$ cat src/rtl/riscv_pipe_slice.sv
// Elastic pipeline segment: DEPTH register stages with per-stage valid and
// valid/ready handshakes on both sides. It closes up bubbles, stalls under
// downstream back-pressure, can flush the whole segment and reports how many
// stages are occupied.
module riscv_pipe_slice #(
    parameter  int unsigned DATA_W = 64,
    parameter  int unsigned DEPTH  = 2,
    localparam int unsigned CNT_W  = $clog2(DEPTH + 1)
) (
    input  logic              clk,
    input  logic              rst,
    input  logic              flush_i,
    input  logic              in_valid,
    output logic              in_ready,
    input  logic [DATA_W-1:0] in_data,
    output logic              out_valid,
    input  logic              out_ready,
    output logic [DATA_W-1:0] out_data,
    output logic [CNT_W-1:0]  occupancy,
    output logic              empty
);

    // Stage 0 is on the input side; stage DEPTH-1 drives out_data.
    logic [DEPTH-1:0]  r_vld;
    logic [CNT_W-1:0]  r_cnt;
    logic [CNT_W-1:0]  w_cnt_d;

    logic [DEPTH-1:0]  w_adv;      // stage contents may move on this cycle
    logic [DEPTH-1:0]  w_en;       // stage loads from its source this cycle
    logic [DEPTH-1:0]  w_vld_src;  // valid bit presented to each stage
    logic [DEPTH-1:0]  w_ld;       // data enable: only live payloads are copied
    logic [DEPTH-1:0]  w_vld_d;
    logic [DATA_W-1:0] w_dat [DEPTH];
    logic              w_adv_top;
    logic              w_in_fire;
    logic              w_out_fire;

    assign w_adv_top  = out_ready & ~flush_i;
    assign in_ready   = w_en[0] & ~flush_i & ~rst;
    assign out_valid  = r_vld[DEPTH-1] & ~flush_i;
    assign w_in_fire  = in_valid & in_ready;
    assign w_out_fire = out_valid & out_ready;
    assign out_data   = w_dat[DEPTH-1];
    assign occupancy  = r_cnt;
    assign empty      = (r_cnt == '0);

    for (genvar g = 0; g < DEPTH; g++) begin : g_stage
        logic [DATA_W-1:0] r_dat;
        logic [DATA_W-1:0] w_src;

        if (g == 0) begin : g_head
            assign w_src        = in_data;
            assign w_vld_src[g] = w_in_fire;
        end else begin : g_body
            assign w_src        = w_dat[g-1];
            assign w_vld_src[g] = r_vld[g-1];
        end

        // The ripple "successor empty or moving" chain unrolls to: the output
        // stage is draining, or some later stage is a bubble.
        if (g == DEPTH - 1) begin : g_last
            assign w_adv[g] = w_adv_top;
        end else begin : g_mid
            assign w_adv[g] = w_adv_top | ~(&r_vld[DEPTH-1:g+1]);
        end

        // An empty stage always takes whatever its predecessor offers, which
        // is what packs entries toward the output while it is stalled.
        assign w_en[g] = ~r_vld[g] | w_adv[g];
        assign w_ld[g] = w_en[g] & w_vld_src[g] & ~flush_i;

        // Payload register: no reset, loads only when a live entry arrives.
        always_ff @(posedge clk) begin
            if (w_ld[g]) begin
                r_dat <= w_src;
            end
        end

        assign w_dat[g] = r_dat;
    end

    // Next valid vector: loading stages take their source's valid, others hold.
    always_comb begin
        w_vld_d = (w_en & w_vld_src) | (~w_en & r_vld);
        if (flush_i) begin
            w_vld_d = '0;
        end
    end

    // Next occupancy: +1 on accept, -1 on retire, cleared by flush.
    always_comb begin
        w_cnt_d = r_cnt;
        if (flush_i) begin
            w_cnt_d = '0;
        end else if (w_in_fire && !w_out_fire) begin
            w_cnt_d = r_cnt + CNT_W'(1);
        end else if (!w_in_fire && w_out_fire) begin
            w_cnt_d = r_cnt - CNT_W'(1);
        end
    end

    // Control state: valid bits and occupancy counter, async reset.
    always_ff @(posedge clk or posedge rst) begin
        if (rst) begin
            r_vld <= '0;
            r_cnt <= '0;
        end else begin
            r_vld <= w_vld_d;
            r_cnt <= w_cnt_d;
        end
    end

`ifndef SYNTHESIS
    a_hold_stalled : assert property (@(posedge clk) disable iff (rst)
        (out_valid && !out_ready && !flush_i) |=> $stable(out_data));
    a_cnt_range    : assert property (@(posedge clk) disable iff (rst)
        r_cnt <= CNT_W'(DEPTH));
    a_cnt_popcount : assert property (@(posedge clk) disable iff (rst)
        r_cnt == CNT_W'($countones(r_vld)));
`endif

endmodule
$ cat config.mk
export PLATFORM = sky130hd
export DESIGN_NAME = riscv_pipe_slice
export DESIGN_NICKNAME = d
export VERILOG_FILES = /design/src/rtl/riscv_pipe_slice.sv
export SDC_FILE = /design/constraint.sdc
export NUM_CORES = 1
export LEC_CHECK = 0
export ABC_AREA = 1
export CORE_MARGIN = 2
export CORE_UTILIZATION = 30
export DETAILED_ROUTE_END_ITERATION = 16
export GPL_TIMING_DRIVEN = 0
export SLEW_MARGIN = 25
export SYNTH_ARGS = -nofsm -noshare
export SYNTH_HDL_FRONTEND = slang
export SYNTH_SLANG_ARGS = --single-unit
$ cat constraint.sdc
create_clock -name clk -period 3.84 [get_ports clk]
set_clock_uncertainty 0.2 [all_clocks]
set_input_delay 1.152 -clock clk [delete_from_list [all_inputs] [get_ports clk]]
set_output_delay 1.152 -clock clk [all_outputs]
set_load 0.01 [all_outputs]
==> implementation parameters <==
Parameter                              Value

Run status
  Result of the run    finished clean

Min path
  Kind of path behind the tightest hold check    register to register
  Start point of the worst min-delay path    g_stage[0].r_dat[40]$_DFFE_PP_
  Instance count along the most critical hold path    0
  Endpoint with the worst hold slack    out_data[40]$_DFFE_PP_

Clocking
  Number of buffers created by CTS    17
  H-tree Lvls    4
  Post-CTS resize count    1
  Hold_buf cts    0
  Clock-pin slew of the registers on the worst-case setup and hold paths    approximately 0.050 ns
  TritonCTS clock tree    yes
  Max Root-Sink Buffers    2
  Clk_lat worst skew    0.41 ns
  Number of buffers inserted to repair setup after CTS    0
  Root Driver    sky130_fd_sc_hd__clkbuf_16
  Clock sinks    between 100 and 150

STA
  Final cycle utilization of the critical path    0.987
  Final sum of negative setup slack    0 ns
  Final Critical Period    3.79 ns
  RSZ-0062 raised after global routing    no
  Slew at the pin closest to its max-slew limit    0.414 ns
  Number of pins exceeding their max-slew limit in the final report    0
  Endpoints failing setup    0
  Final hold violation count    0
  Max-Slew Margin vs Limit    0.723
  Max Clk Rate    approximately 260 MHz

Die
  Initial standard-cell utilization of the core    0.309
  Die width    approximately 120 µm
  DIE AREA    between 10000 and 15000 µm²
  Area of the placeable core    around 13000 µm²
  I/O pin count    138
  Row count    between 40 and 50
  Die outline height    121 µm

Global routing
  Grt total ovfl    0
  Maximum number of pins on one net before global-route repair    just over 40
  Global-route usage over all layers    0.107
  Wire length of the first global-routing pass    between 10 and 15 mm
  Vias in the first global route    2170
  Number of antenna violations at the first check in global routing    0

Drt
  Average via count per standard cell    between 3 and 4
  Via count of the routed design    ~2100
  Post-DRT Antenna Nets    0
  Detailed-route DRC error count    0
  Iteration-0 DRC count of the detailed router    138
  Per-cell routed wire length    14.4 µm
  DRT Pass-1 Iters    4
  Routed wire length    7.45 mm

Pwr
  Total power draw    roughly 3.3 mW
  Leak pwr    2.17 nW
  Maximum resistive drop on vdd    roughly 0.26 mV
  Pwr per Cell Area    around 520 nW/µm²

Placed design
  DPL Wire Length    5.18 mm
  Number of port buffers    137
  Routability Congestion    around 0.66

Worst setup path
  Required time of the critical path    2.49 ns
  FF-to-FF path depth    5
  Kind of start point of the critical path    input port
  Biggest fanout along the worst timing path    4
  Worst reg2reg startpoint    r_vld[1]$_DFF_PP0_
  Slack of the worst reg-to-reg path    1.94 ns
  WP data arrival    2.44 ns
  Crit Reg-Reg Endpoint    out_data[39]$_DFFE_PP_
  Critical path capture point type    output port
  Worst Path Class, Setup    input port to output port

Yosys
  Synthesized instance count    168
  Netlist area before placement    between 4000 and 5000 µm²
  Post-synthesis register bit count    around 130
  Net count after synthesis    around 240
  Syn avg cell area    approximately 25 µm²
  Number of distinct standard cells referenced by the synthesized netlist    14
  Share of synthesized area occupied by flip-flops and latches    0.957
  Ys Warns    0

Cells and area
  Share of final-layout standard cells stronger than drive strength 1    0.111
  Final standard cell utilization of the core    0.479
  Synthesis-to-finish area growth    55.0%
  Layout Nets    between 300 and 400
  Antenna diodes    0

Job
  Max-cap violations    0
-- how the worst max path moves through the flow --
stage / slack (ns) / cells past startpoint / from / to
floorplan: 0.12 / 5 / flush_i / out_data[0]$_DFFE_PP_
global placement: -1.28 / 6 / flush_i / out_data[22]$_DFFE_PP_
detailed placement: -0.18 / 7 / flush_i / in_ready
CTS: 0.05 / 5 / rst / in_ready
global route: 0.0002 / 5 / rst / in_ready
finish: 0.05 / 6 / out_ready / in_ready
-- worst max-delay path, stage by stage --
cell and delay [ns]:
sky130_fd_sc_hd__clkdlybuf4s50_1 0.49, sky130_fd_sc_hd__nand2_2 0.08, sky130_fd_sc_hd__nand3_4 0.08, sky130_fd_sc_hd__nand2_1 0.05, sky130_fd_sc_hd__inv_1 0.05, sky130_fd_sc_hd__clkdlybuf4s50_1 0.52
-- cells by family (layout without fill, tap and decap cells) --
logic type | Yosys count | after routing | synth area share
buf+inv | 9 | 182 | 0.00819
compound gates | 1 | 1 | 0.00121
simple gates | 25 | 25 | 0.0319
xor+xnor | 1 | 1 | 0.00212
flops | 132 | 132 | 0.957
-- area by class of cell --
type / count / area (µm²)
multi-input combinational: 27 / 153
inverter: 9 / 36.3
clock buffer: 21 / 440
timing repair buffer: 141 / 1460
fill: 1152 / 6960
clock inverter: 11 / 135
tap: 176 / 220
sequential: 132 / 3940
-- stage by stage --
| step | hold WS [ns] | setup WS, ns | std cells | area [µm²] |
|---|---|---|---|---|
| after detailed placement | 0.205 | -0.182 | 485 | 5810 |
| after CTS | 0.217 | 0.0462 | 517 | 6390 |
| after global routing | 0.220 | 0.000249 | 517 | 6390 |
| after floorplan | 0.200 | 0.125 | 168 | 4130 |
| after global placement | 0.200 | -1.28 | 481 | 5720 |
| final | 0.216 | 0.0498 | 517 | 6390 |
-- layout by cell type (no fill, tap or decap) --
master and n:
sky130_fd_sc_hd__a21oi_1 1, sky130_fd_sc_hd__buf_12 1, sky130_fd_sc_hd__buf_16 2, sky130_fd_sc_hd__buf_8 1, sky130_fd_sc_hd__bufinv_16 3, sky130_fd_sc_hd__clkbuf_1 4
sky130_fd_sc_hd__clkbuf_16 17, sky130_fd_sc_hd__clkdlybuf4s50_1 136, sky130_fd_sc_hd__clkinv_1 2, sky130_fd_sc_hd__clkinv_2 3, sky130_fd_sc_hd__clkinvlp_4 3, sky130_fd_sc_hd__dfrtp_1 4
sky130_fd_sc_hd__dlygate4sd2_1 1, sky130_fd_sc_hd__edfxtp_1 128, sky130_fd_sc_hd__inv_1 7, sky130_fd_sc_hd__inv_2 1, sky130_fd_sc_hd__inv_4 1, sky130_fd_sc_hd__nand2_1 8
sky130_fd_sc_hd__nand2_2 2, sky130_fd_sc_hd__nand3_1 2, sky130_fd_sc_hd__nand3_2 1, sky130_fd_sc_hd__nand3_4 1, sky130_fd_sc_hd__nand4_1 3, sky130_fd_sc_hd__nor2_1 6
sky130_fd_sc_hd__nor2_2 1, sky130_fd_sc_hd__nor2_4 1, sky130_fd_sc_hd__xnor2_1 1
-- synthesized netlist by cell type, drive strengths merged --
| master | n | area (µm²) |
|---|---|---|
| nand3 | 4 | 37.5 |
| nand2 | 10 | 42.5 |
| nand4 | 3 | 18.8 |
| edfxtp | 128 | 3840 |
| dfrtp | 4 | 100 |
| nor2 | 8 | 32.5 |
| inv | 9 | 33.8 |
| xnor2 | 1 | 8.76 |
| a21oi | 1 | 5.00 |
-- power by group --
part           total (mW)  switching [mW]  internal, mW
combinational       0.135          0.0470        0.0880
clock                1.56           0.552          1.01
sequential           1.62          0.0102          1.61
-- per-layer routing --
layer  part of all wire  track usage
met1               0.40        0.119
met2               0.49        0.171
met3              0.080       0.0475
met4              0.029       0.0632
met5                  0            0
-- registers in the layout (all words and copies together) (netlist names) --
name,count
g_stage.r_dat,64
out_data,64
occupancy,2
r_vld,2
Note: power is estimated with default switching activity, not from simulation.
